`src/rtl/fmpad_pkg.sv`:
```
// Shared sizing helpers and the pad-region predicate for the feature-map padder.
package fmpad_pkg;

    function automatic int unsigned cnt_w(input int unsigned max_val);
        return (max_val < 2) ? 1 : $clog2(max_val + 1);
    endfunction

    function automatic int unsigned out_dim(input int unsigned img, input int unsigned pad_a,
                                            input int unsigned pad_b);
        return img + pad_a + pad_b;
    endfunction

    function automatic int unsigned frame_words(input int unsigned out_h, input int unsigned out_w,
                                                input int unsigned fold);
        return out_h * out_w * fold;
    endfunction

    // True when padded-map position (y, x) lies outside the unpadded image.
    function automatic bit in_pad(input int unsigned y, input int unsigned x,
                                  input int unsigned pad_t, input int unsigned img_h,
                                  input int unsigned pad_l, input int unsigned img_w);
        return (y < pad_t) || (y >= pad_t + img_h) || (x < pad_l) || (x >= pad_l + img_w);
    endfunction

endpackage

```
`src/rtl/fmpad_output_stage.sv`:
```
// One-deep AXI-stream register: accepts a source or pad word whenever its slot is free.
module fmpad_output_stage
    import fmpad_pkg::*;
#(
    parameter int unsigned DW = 8
) (
    input  logic          clk,
    input  logic          rst_n,
    input  logic          pad,
    input  logic          in_valid,
    input  logic [DW-1:0] in_data,
    input  logic          out_ready,
    output logic          slot_free_c,
    output logic          load_c,
    output logic          out_valid,
    output logic [DW-1:0] out_data
);

    assign slot_free_c = !out_valid || out_ready;
    assign load_c      = slot_free_c && (pad || in_valid);

    // A load in the same cycle as a handshake replaces the word with no bubble.
    always_ff @(posedge clk or negedge rst_n) begin
        if (!rst_n) begin
            out_valid <= 1'b0;
            out_data  <= '0;
        end else if (load_c) begin
            out_valid <= 1'b1;
            out_data  <= pad ? '0 : in_data;
        end else if (out_ready) begin
            out_valid <= 1'b0;
        end
    end

endmodule

```
`src/rtl/fm_padding_generator.sv`:
```
// Streaming zero-padder: walks the padded map position by position and inserts
// zero words at border positions while passing interior words from the source.
module fm_padding_generator
    import fmpad_pkg::*;
#(
    parameter int unsigned BIT_WIDTH = 8,
    parameter int unsigned SIMD      = 1,
    parameter int unsigned FOLD      = 13,
    parameter int unsigned IMG_H     = 10,
    parameter int unsigned IMG_W     = 10,
    parameter int unsigned PAD_T     = 1,
    parameter int unsigned PAD_B     = 1,
    parameter int unsigned PAD_L     = 1,
    parameter int unsigned PAD_R     = 1
) (
    input  logic                      ap_clk,
    input  logic                      ap_rst_n,
    input  logic                      in0_V_V_TVALID,
    output logic                      in0_V_V_TREADY,
    input  logic [BIT_WIDTH*SIMD-1:0] in0_V_V_TDATA,
    output logic                      out_V_V_TVALID,
    input  logic                      out_V_V_TREADY,
    output logic [BIT_WIDTH*SIMD-1:0] out_V_V_TDATA
);

    localparam int unsigned DW    = BIT_WIDTH * SIMD;
    localparam int unsigned OUT_W = out_dim(IMG_W, PAD_L, PAD_R);
    localparam int unsigned OUT_H = out_dim(IMG_H, PAD_T, PAD_B);
    localparam int unsigned SW    = cnt_w(FOLD - 1);
    localparam int unsigned XW    = cnt_w(OUT_W - 1);
    localparam int unsigned YW    = cnt_w(OUT_H - 1);

    logic [SW-1:0] s_q;
    logic [XW-1:0] x_q;
    logic [YW-1:0] y_q;
    logic          is_pad_c;
    logic          slot_free_c;
    logic          load_c;

    assign is_pad_c       = in_pad(32'(y_q), 32'(x_q), PAD_T, IMG_H, PAD_L, IMG_W);
    assign in0_V_V_TREADY = ap_rst_n && slot_free_c && !is_pad_c;

    // Position of the next word to load; fold innermost, then column, then row.
    always_ff @(posedge ap_clk or negedge ap_rst_n) begin
        if (!ap_rst_n) begin
            s_q <= '0;
            x_q <= '0;
            y_q <= '0;
        end else if (load_c) begin
            if (s_q == SW'(FOLD - 1)) begin
                s_q <= '0;
                if (x_q == XW'(OUT_W - 1)) begin
                    x_q <= '0;
                    y_q <= (y_q == YW'(OUT_H - 1)) ? '0 : y_q + YW'(1);
                end else begin
                    x_q <= x_q + XW'(1);
                end
            end else begin
                s_q <= s_q + SW'(1);
            end
        end
    end

    fmpad_output_stage #(
        .DW(DW)
    ) u_out (
        .clk        (ap_clk),
        .rst_n      (ap_rst_n),
        .pad        (is_pad_c),
        .in_valid   (in0_V_V_TVALID),
        .in_data    (in0_V_V_TDATA),
        .out_ready  (out_V_V_TREADY),
        .slot_free_c(slot_free_c),
        .load_c     (load_c),
        .out_valid  (out_V_V_TVALID),
        .out_data   (out_V_V_TDATA)
    );

endmodule

```
`config.mk`:
```
export PLATFORM = sky130hd
export DESIGN_NAME = fm_padding_generator
export DESIGN_NICKNAME = d
export VERILOG_FILES = /design/src/rtl/fmpad_pkg.sv /design/src/rtl/fmpad_output_stage.sv /design/src/rtl/fm_padding_generator.sv
export SDC_FILE = /design/constraint.sdc
export NUM_CORES = 1
export LEC_CHECK = 0
export CORE_AREA = 2 2 56 58
export CTS_BUF_LIST = sky130_fd_sc_hd__clkbuf_8
export CTS_CLUSTER_DIAMETER = 200
export CTS_CLUSTER_SIZE = 14
export DETAILED_ROUTE_END_ITERATION = 7
export DIE_AREA = 0 0 58 60
export PLACE_DENSITY = 0.66
export RECOVER_POWER = 100
export SYNTH_ARGS = -nofsm -noshare
export SYNTH_HDL_FRONTEND = slang
export SYNTH_HIERARCHICAL = 1
export SYNTH_SLANG_ARGS = --single-unit
```
`constraint.sdc`:
```
create_clock -name ap_clk -period 2.46 [get_ports ap_clk]
set_input_delay 0.492 -clock ap_clk [delete_from_list [all_inputs] [get_ports ap_clk]]
set_output_delay 0.492 -clock ap_clk [all_outputs]
set_load 0.05 [all_outputs]
```
==> results of run 1 <==
## registers in the layout (all words and copies together) (netlist names)
| signal | count |
|---|---|
| s_q | 4 |
| u_out/out_data | 8 |
| y_q | 4 |
| u_out/out_valid | 1 |
| x_q | 4 |
## timing repair
| action | 4_1_cts | 5_1_grt |
|---|---|---|
| buffers inserted | 0 | 0 |
| endpoints found under the setup margin | 0 | 3 |
| resized for setup | 0 | 1 |
| hold buffers | 0 | 0 |
## per-layer routing
layer	share of wire (%)	vias up	global-route usage (%)
li1	-	453	-
met1	47	444	18.8
met2	44	24	23.7
met3	7.4	4	3.68
met4	1.1	0	6.31
met5	0	-	0
## tightest hold or removal path, stage by stage, from the launching register on
cell     delay, ns
dfrtp_1       0.35
o21ai_0       0.07
o21ai_0       0.07
## power breakdown
group	internal, mW	switching, mW	leakage [nW]
clock	0.111	0.107	0.0269
combinational	0.359	0.647	0.357
sequential	0.505	0.127	0.258
total	0.975	0.882	0.642
## cells in the final DEF, fill, tap and decap left out, drive strengths merged, types with 2 or more instances in the layout
cell           synthesis  final
a21oi                  2      2
buf                    3      5
clkbuf                 0      5
clkdlybuf4s50          0     10
dfrtp                 21     21
dlygate4sd3            0     10
ha                     6      6
inv                    7      8
mux2                   2      2
nand2                  7      7
nand3                 14     14
nand4                  2      2
nor2                   7      7
nor2b                  3      3
o21ai                 26     26
or3b                   2      2
## area by class of cell
class | instances | area (um^2) | share of cell area, %
clock buffer | 3 | 41.3 | 2.89
multi-input combinational | 81 | 514 | 36.1
tap | 33 | 41.3 | 2.89
clock inverter | 1 | 3.75 | 0.263
inverter | 8 | 42.5 | 2.98
timing repair buffer | 27 | 258 | 18.1
sequential | 21 | 526 | 36.8
## cells by family after synthesis
logic type                 Yosys count
AOI/OAI and AO/OA                   32
xor gates and xnor gates             1
adders and majority gates            6
buffers and inverters               11
DFF                                 21
muxes                                2
and+or+nand+nor                     40
## worst min-delay path by stage
stage | cells after the start | end | startpoint | slack (ns)
floorplan | 0 | s_q[0]$_DFFE_PN0P_ | ap_rst_n | 0.20
global placement | 2 | u_out/out_data[1]$_DFFE_PN0P_ | u_out/out_data[1]$_DFFE_PN0P_ | 0.49
detailed placement | 2 | u_out/out_data[7]$_DFFE_PN0P_ | u_out/out_data[7]$_DFFE_PN0P_ | 0.50
CTS | 2 | u_out/out_data[7]$_DFFE_PN0P_ | u_out/out_data[7]$_DFFE_PN0P_ | 0.52
global route | 2 | u_out/out_data[7]$_DFFE_PN0P_ | u_out/out_data[7]$_DFFE_PN0P_ | 0.56
finish | 2 | u_out/out_data[7]$_DFFE_PN0P_ | u_out/out_data[7]$_DFFE_PN0P_ | 0.52
## through the flow
stage / area [um^2] / cells / power (mW)
floorplan: 1120 / 113 / 1.32
CTS: 1440 / 174 / 1.92
detailed placement: 1390 / 170 / 1.69
global route: 1430 / 174 / 2.01
global placement: 1390 / 170 / 1.66
finish: 1430 / 174 / 1.86
==> impl_summary.md, run 1 <==
Outcome
The flow ran to the end, and the final reports show no timing, DRC or antenna violations.

Place
The worst-case setup slack after placement is 0.147 ns. At the end of routability-driven placement, the weighted congestion stood at 0.825. The wire-length estimate of the detail-placed layout is 1770 um. The count of buffers added on input and output ports is 21.

Floorplan
The placeable core area is 2900 um^2. The die span in x is 58 um. Once the floorplan was initialized, standard cells occupied 38.4% of the core. The chip height is 60 um. 22 I/O pins were placed. The floorplan row count is 20.

The floorplan step defined a die boundary enclosing 3480 um^2.

Layout
In the final layout, the share of cells above drive strength 1 is 12.1%. The final core utilization is 49.1%. The post-synthesis to final-layout area growth is 27.8%. Fill cells in the final layout number 291.

The repair_antennas step left the layout with diodes totalling 0. The net total in the final layout is 160.

Timing
Summed over all failing endpoints, the final setup total negative slack is 0 ns. The post-layout worst setup margin is 0.0902 ns. Setup violations remaining at the end of the flow were counted as 0. The final number of max-transition violations was 0.

The highest attainable clock frequency is 422 MHz. The number of hold violations in the final report is 0. Measured against its own limit, the worst slew margin works out to 24.1%.

For the finished layout, the period the worst path requires is 2.37 ns. Hold is met by 0.521 ns. Across the routed clock network, the largest skew measured is 0.00695 ns. Setup repair after global routing could not meet its margin everywhere. For the pin with the worst max-slew slack, the measured transition is 1.14 ns.

The portion of the clock cycle consumed by the worst path in the final layout is 96.3%.

Power and ir drop
The worst-case IR drop observed on VDD is 0.732 mV. The power per standard cell area is 1300 nW/um^2. The analysis attributes to cell leakage a power of 0.642 nW.

Global routing
The number of global-route vias before repair is 900. The number of antenna violations at the first check in global routing is 0. The first global-routing pass estimated 3980 um of wire.

The total global routing overflow is 0. Entering global routing, the biggest net connects 22 pins. For this run, the total global-route usage over all layers was measured as 14.7%.

Route
In the final routed layout, each cell accounts on average for 13.3 um. After the first detailed-routing iteration, the DRC count stood at 17. The routed design has 2310 um of wire. The number of vias per cell is 5.32. For this run, the detailed router's first-pass iteration total came to 4. After detailed routing, the number of remaining DRC violations is 0. The number of vias after detailed routing is 925.

Once detail routing completed, the nets flagged for antenna violations numbered 0.

Logic synthesis
Among all flip-flop cells after synthesis, the most frequent one is dfrtp_1. The share of synthesized cell area in and, or, nand and nor gates is 20.1%. Of the total synthesized cell area, the portion taken by XOR and XNOR cells is 0.785%.

The number of storage elements in the synthesis netlist is 21. The total standard cell area after synthesis is 1120 um^2. The synthesized instance count is 113. By count the netlist is led by o21ai_0 (24), dfrtp_1 (21), nand3_1 (13). The per-instance average area after synthesis is 9.88 um^2.

Summing the sequential cell areas from Yosys gives 47.1% of the chip area. Of the total synthesized cell area, the portion taken by full adders, half adders and majority gates is 6.73%. When the netlist entered floorplanning its net count stood at 131.

The top cell type by area accounts for 47.1% of the synthesized area. Summed over all instances, the cell type with the most area after synthesis is dfrtp_1. The synthesized design contains 0 enable-type register cells. After synthesis, the share of cell area in mux cells is 2.69%. o21ai_0 is the most common cell in the netlist. Summing the areas of all compound-gate instances in the mapped netlist gives 15.8% of the synthesized area. The number of warnings issued by yosys is 6. Ranked by total cell area, the synthesized netlist is headed by dfrtp_1 (47%), o21ai_0 (11%), ha_1 (6.7%). Counting distinct cell types in the post-synthesis netlist gives 28. The proportion of synthesized flip-flops having asynchronous set or reset is 100%. The main combinational cell family by area after synthesis is simple AND/OR/NAND/NOR gates.

Critical path
Data on the critical path is required at its endpoint by 1.97 ns. The critical register-to-register path startpoint is x_q[0]$_DFFE_PN0P_. Traced cell by cell, the critical path runs through inv_1 > ha_1 > or3b_2 > nand4_1 > buf_4 > nor2_1 > buf_12. At the worst endpoint, the arrival time is 1.88 ns. In this run the number of cells on the critical path is 7. Broken down by cell family, the worst path's largest delay share belongs to simple AND/OR/NAND/NOR gates. The worst reg-to-reg setup slack is 0.18 ns.

The slowest stage of the critical path is the or3b_2 cell. The setup path with the least slack is of type flip-flop to output pin. The number of cells on the worst reg-to-reg path is 9. Tracing the worst setup path back leads to its startpoint at x_q[0]$_DFFE_PN0P_. Of all nets on the critical path, the largest fanout is 9. The number of buffer and inverter instances along the worst setup path is 3. The sort of element at the start of the critical path is a flip-flop. The kind of capture point of the worst setup path is an output pin. The critical path ends at in0_V_V_TREADY. The delay of the slowest critical-path stage is 0.44 ns. The endpoint identified for the worst register-to-register timing path is x_q[2]$_DFFE_PN0P_.

Clock tree
Clock tree synthesis found a total of 21 sinks. The clock tree root driver cell is clkbuf_8. The insertion delay to the later sink of the worst-skew pair is 0.26 ns. The TritonCTS clock tree is done.

The clock buffer count from CTS is 3. The H-tree depth is 1. The deepest clock path buffer count is 2. The clock transition at the register clock pins on the worst setup and hold paths after CTS is 0.07 ns.

Run
The total of max-cap violations is 0.

Min path
The path class of the lowest-slack min-delay path is flip-flop to flip-flop.
Power figures use the tool's default switching activity.
==> run 2, diff against run 1 <==
Settings changed: CORE_AREA 2 2 56 58 to 2 2 61 63, DIE_AREA 0 0 58 60 to 0 0 63 65, GPL_TIMING_DRIVEN set to 1, PLACE_DENSITY 0.66 to not set.
==> run 2 against run 1 <==
Against the previous run: maximum frequency is 0.12% lower; critical endpoint unchanged; largest power group unchanged; sequential cell count did not move; sequential share of layout area is 0.29 points lower; clock-buffer cell count unchanged; die area rose by 18%; worst hold slack got worse by 0.014 ns; global-route usage decreased by 2.2 points.
==> impl_summary.md, run 2 (synthesis gave the netlist of run 1 again) <==
Floorplan
The top-level port count is 22 (unchanged). The effective utilization at floorplan is 31.9% (-6.5 points). The placeable core area is 3500 um^2 (+20%). The floorplan row count was 22 (+10%). The chip height was 65 um (+8.3%). The die span in x is 63 um (+8.6%). The die outline area is 4100 um^2 (+18%).

Route
The number of vias after detailed routing is 897 (-3.0%). The initial detailed-routing violation count came to 11 (-6). The final routed DRC violation total is 0 (unchanged).

The total iterations of the first detailed-routing run is 4 (unchanged). The remaining antenna violation count is 0 (unchanged). The average routed wire per standard cell is 12.2 um (-8.1%).

The number of vias per cell is 4.77 (-10%). The total routed wirelength is 2290 um (-0.69%).

Timing
The final-layout setup total negative slack was 0 ns (unchanged). The highest attainable clock frequency is 421 MHz (-0.12%). The final number of max-transition violations is 0 (unchanged). The portion of the clock cycle consumed by the worst path in the final layout is 96.5% (+0.12 points).

The clock skew after layout is 0.00773 ns (+0.000783 ns). The remaining max-slew budget at the tightest pin is 25.2% (+1.1 points). The number of hold violations in the final report is 0 (unchanged). The actual transition at the worst max-transition pin is 1.12 ns (-0.0164 ns). Setup repair after global routing left no endpoint under its margin. The number of setup violations in the final report is 0 (unchanged).

The time the worst path needs with I/O delays and setup was 2.37 ns (+0.00295 ns). The worst slack on hold paths is 0.507 ns (-0.0141 ns).

Layout
In the layout the commonest cells are o21ai_0 (26), dfrtp_1 (21), nand3_1 (14). The final core utilization is 41.1% (-8.0 points). The finished layout cell area came to 1440 um^2 (+0.79%).

Counting flops per register, the top entry is u_out/out_data. The flip-flop count of the largest register, all copies and words added is 8 (unchanged). Compared with the post-synthesis result, the final layout area differs by 28.8%. The share of layout cells above drive strength 1 came to 11.4% (-0.63 points). The number of antenna diodes is 0 (unchanged). The net total in the final layout was 159 (-0.63%).

Leaving out fill and tap cells, the most frequent cell in the layout is o21ai_0.

Critical path
The maximum fanout along the worst path was 9 (unchanged). The critical path is of the flip-flop to output pin type. The number of cells on the worst reg-to-reg path is 9 (unchanged). The data required time at the worst endpoint is 1.97 ns (about the same). The kind of capture point of the worst setup path is an output pin. The critical path arrival is 1.88 ns (about the same). The sort of element at the start of the critical path is a flip-flop.

Clock tree
In this run the clock root is driven by a clkbuf_8. The post-cts repair resize count is 0 (unchanged). The clock buffer count from CTS is 3 (unchanged). TritonCTS built the clock tree. The count of hold buffers inserted by post-cts repair is 0 (unchanged). The clock transition at the register clock pins on the worst setup and hold paths after CTS was 0.08 ns (about the same). The total number of clock tree sinks is 21 (unchanged). The H-tree depth is 1 (unchanged). The insertion delay to the later sink of the worst-skew pair came to 0.26 ns (about the same). The deepest clock path buffer count was 2 (unchanged). The total setup buffers inserted after CTS was 0 (unchanged).

Global routing
The first-pass GRT wire length came to 4070 um (+2.3%). The pin count of the biggest net entering global routing is 22 (unchanged). The number of global-route vias before repair came to 954 (+6.0%). The number of antenna violations at the first check in global routing is 0 (unchanged).

The overall track demand over capacity in global routing is 12.5% (-2.2 points). The total global routing overflow is 0 (unchanged).

Power and ir drop
The static leakage was 0.631 nW (-1.6%). The power per standard cell area came to 1300 nW/um^2 (-0.26%). The peak supply drop is 0.553 mV (-24%).

Min path
The min-delay analysis places its worst path in the category flip-flop to flip-flop. The depth of the worst hold-timing path was 2 (unchanged).

Outcome
The run finished with clean final reports.

Place
The last weighted congestion value of the routability-driven placer is 0.900 (+9.1%). The estimated wirelength of the detail-placed design is 1780 um (+0.85%). The number of buffers added on ports is 21 (unchanged). The post-place instance area came to 1400 um^2 (+0.81%).

Run
The total of max-cap violations came to 0 (unchanged).
==> run 2: cell count changes in the layout (fill, tap and decap cells not counted), sizes merged <==
cell / previous run / this run
buf: 5 / 4
clkinvlp: 0 / 1
inv: 8 / 7
==> run 2: through the flow <==
| stage | instances | power (mW) | worst slack [ns] |
|---|---|---|---|
| after global placement | 184 | 1.67 | 0.226 |
| final | 188 | 1.87 | 0.0873 |
| after global routing | 188 | 2.01 | 0.0106 |
| after floorplan | 113 | 1.32 | 0.0684 |
| after CTS | 188 | 1.93 | 0.0692 |
| after detailed placement | 184 | 1.69 | 0.206 |
==> run 2: layout make-up <==
cell class,instances,area (um^2)
fillers,340,2060
flip-flops and latches,21,526
multi-input cells,81,510
repair buffers,26,250
well taps,48,60.1
inverters,8,42.5
clock buffers,3,41.3
clock inverters,1,7.51
==> run 2: metal layers <==
metal	track usage (%)	vias up	routed length [um]
li1	-	453	-
met5	0	-	0
met1	14.8	432	1030
met3	2.78	4	43
met4	5.00	0	40
met2	21.9	8	1180
==> run 2: critical path: stages, from the launching register on <==
cell and delay [ns]:
dfrtp_1 0.41, inv_1 0.09, ha_1 0.13, or3b_2 0.44, nand4_1 0.16, buf_4 0.18, nor2_2 0.06, buf_12 0.14
==> run 2: path summary, 6_finish.rpt <==
check	from	end	slack, ns
max in group asynchronous	ap_rst_n	y_q[3]$_DFFE_PN0P_	0.76
hold / removal	u_out/out_data[5]$_DFFE_PN0P_	u_out/out_data[5]$_DFFE_PN0P_	0.51
setup / recovery	y_q[0]$_DFFE_PN0P_	in0_V_V_TREADY	0.09
min in group asynchronous	ap_rst_n	s_q[3]$_DFFE_PN0P_	1.03
setup reg to reg	y_q[0]$_DFFE_PN0P_	y_q[2]$_DFFE_PN0P_	0.17
hold reg to reg	u_out/out_data[5]$_DFFE_PN0P_	u_out/out_data[5]$_DFFE_PN0P_	0.51
==> run 2: where the power goes <==
group	total (mW)	internal, mW	switching (mW)
clock	0.228	0.114	0.114
combinational	1.01	0.355	0.652
sequential	0.631	0.504	0.126
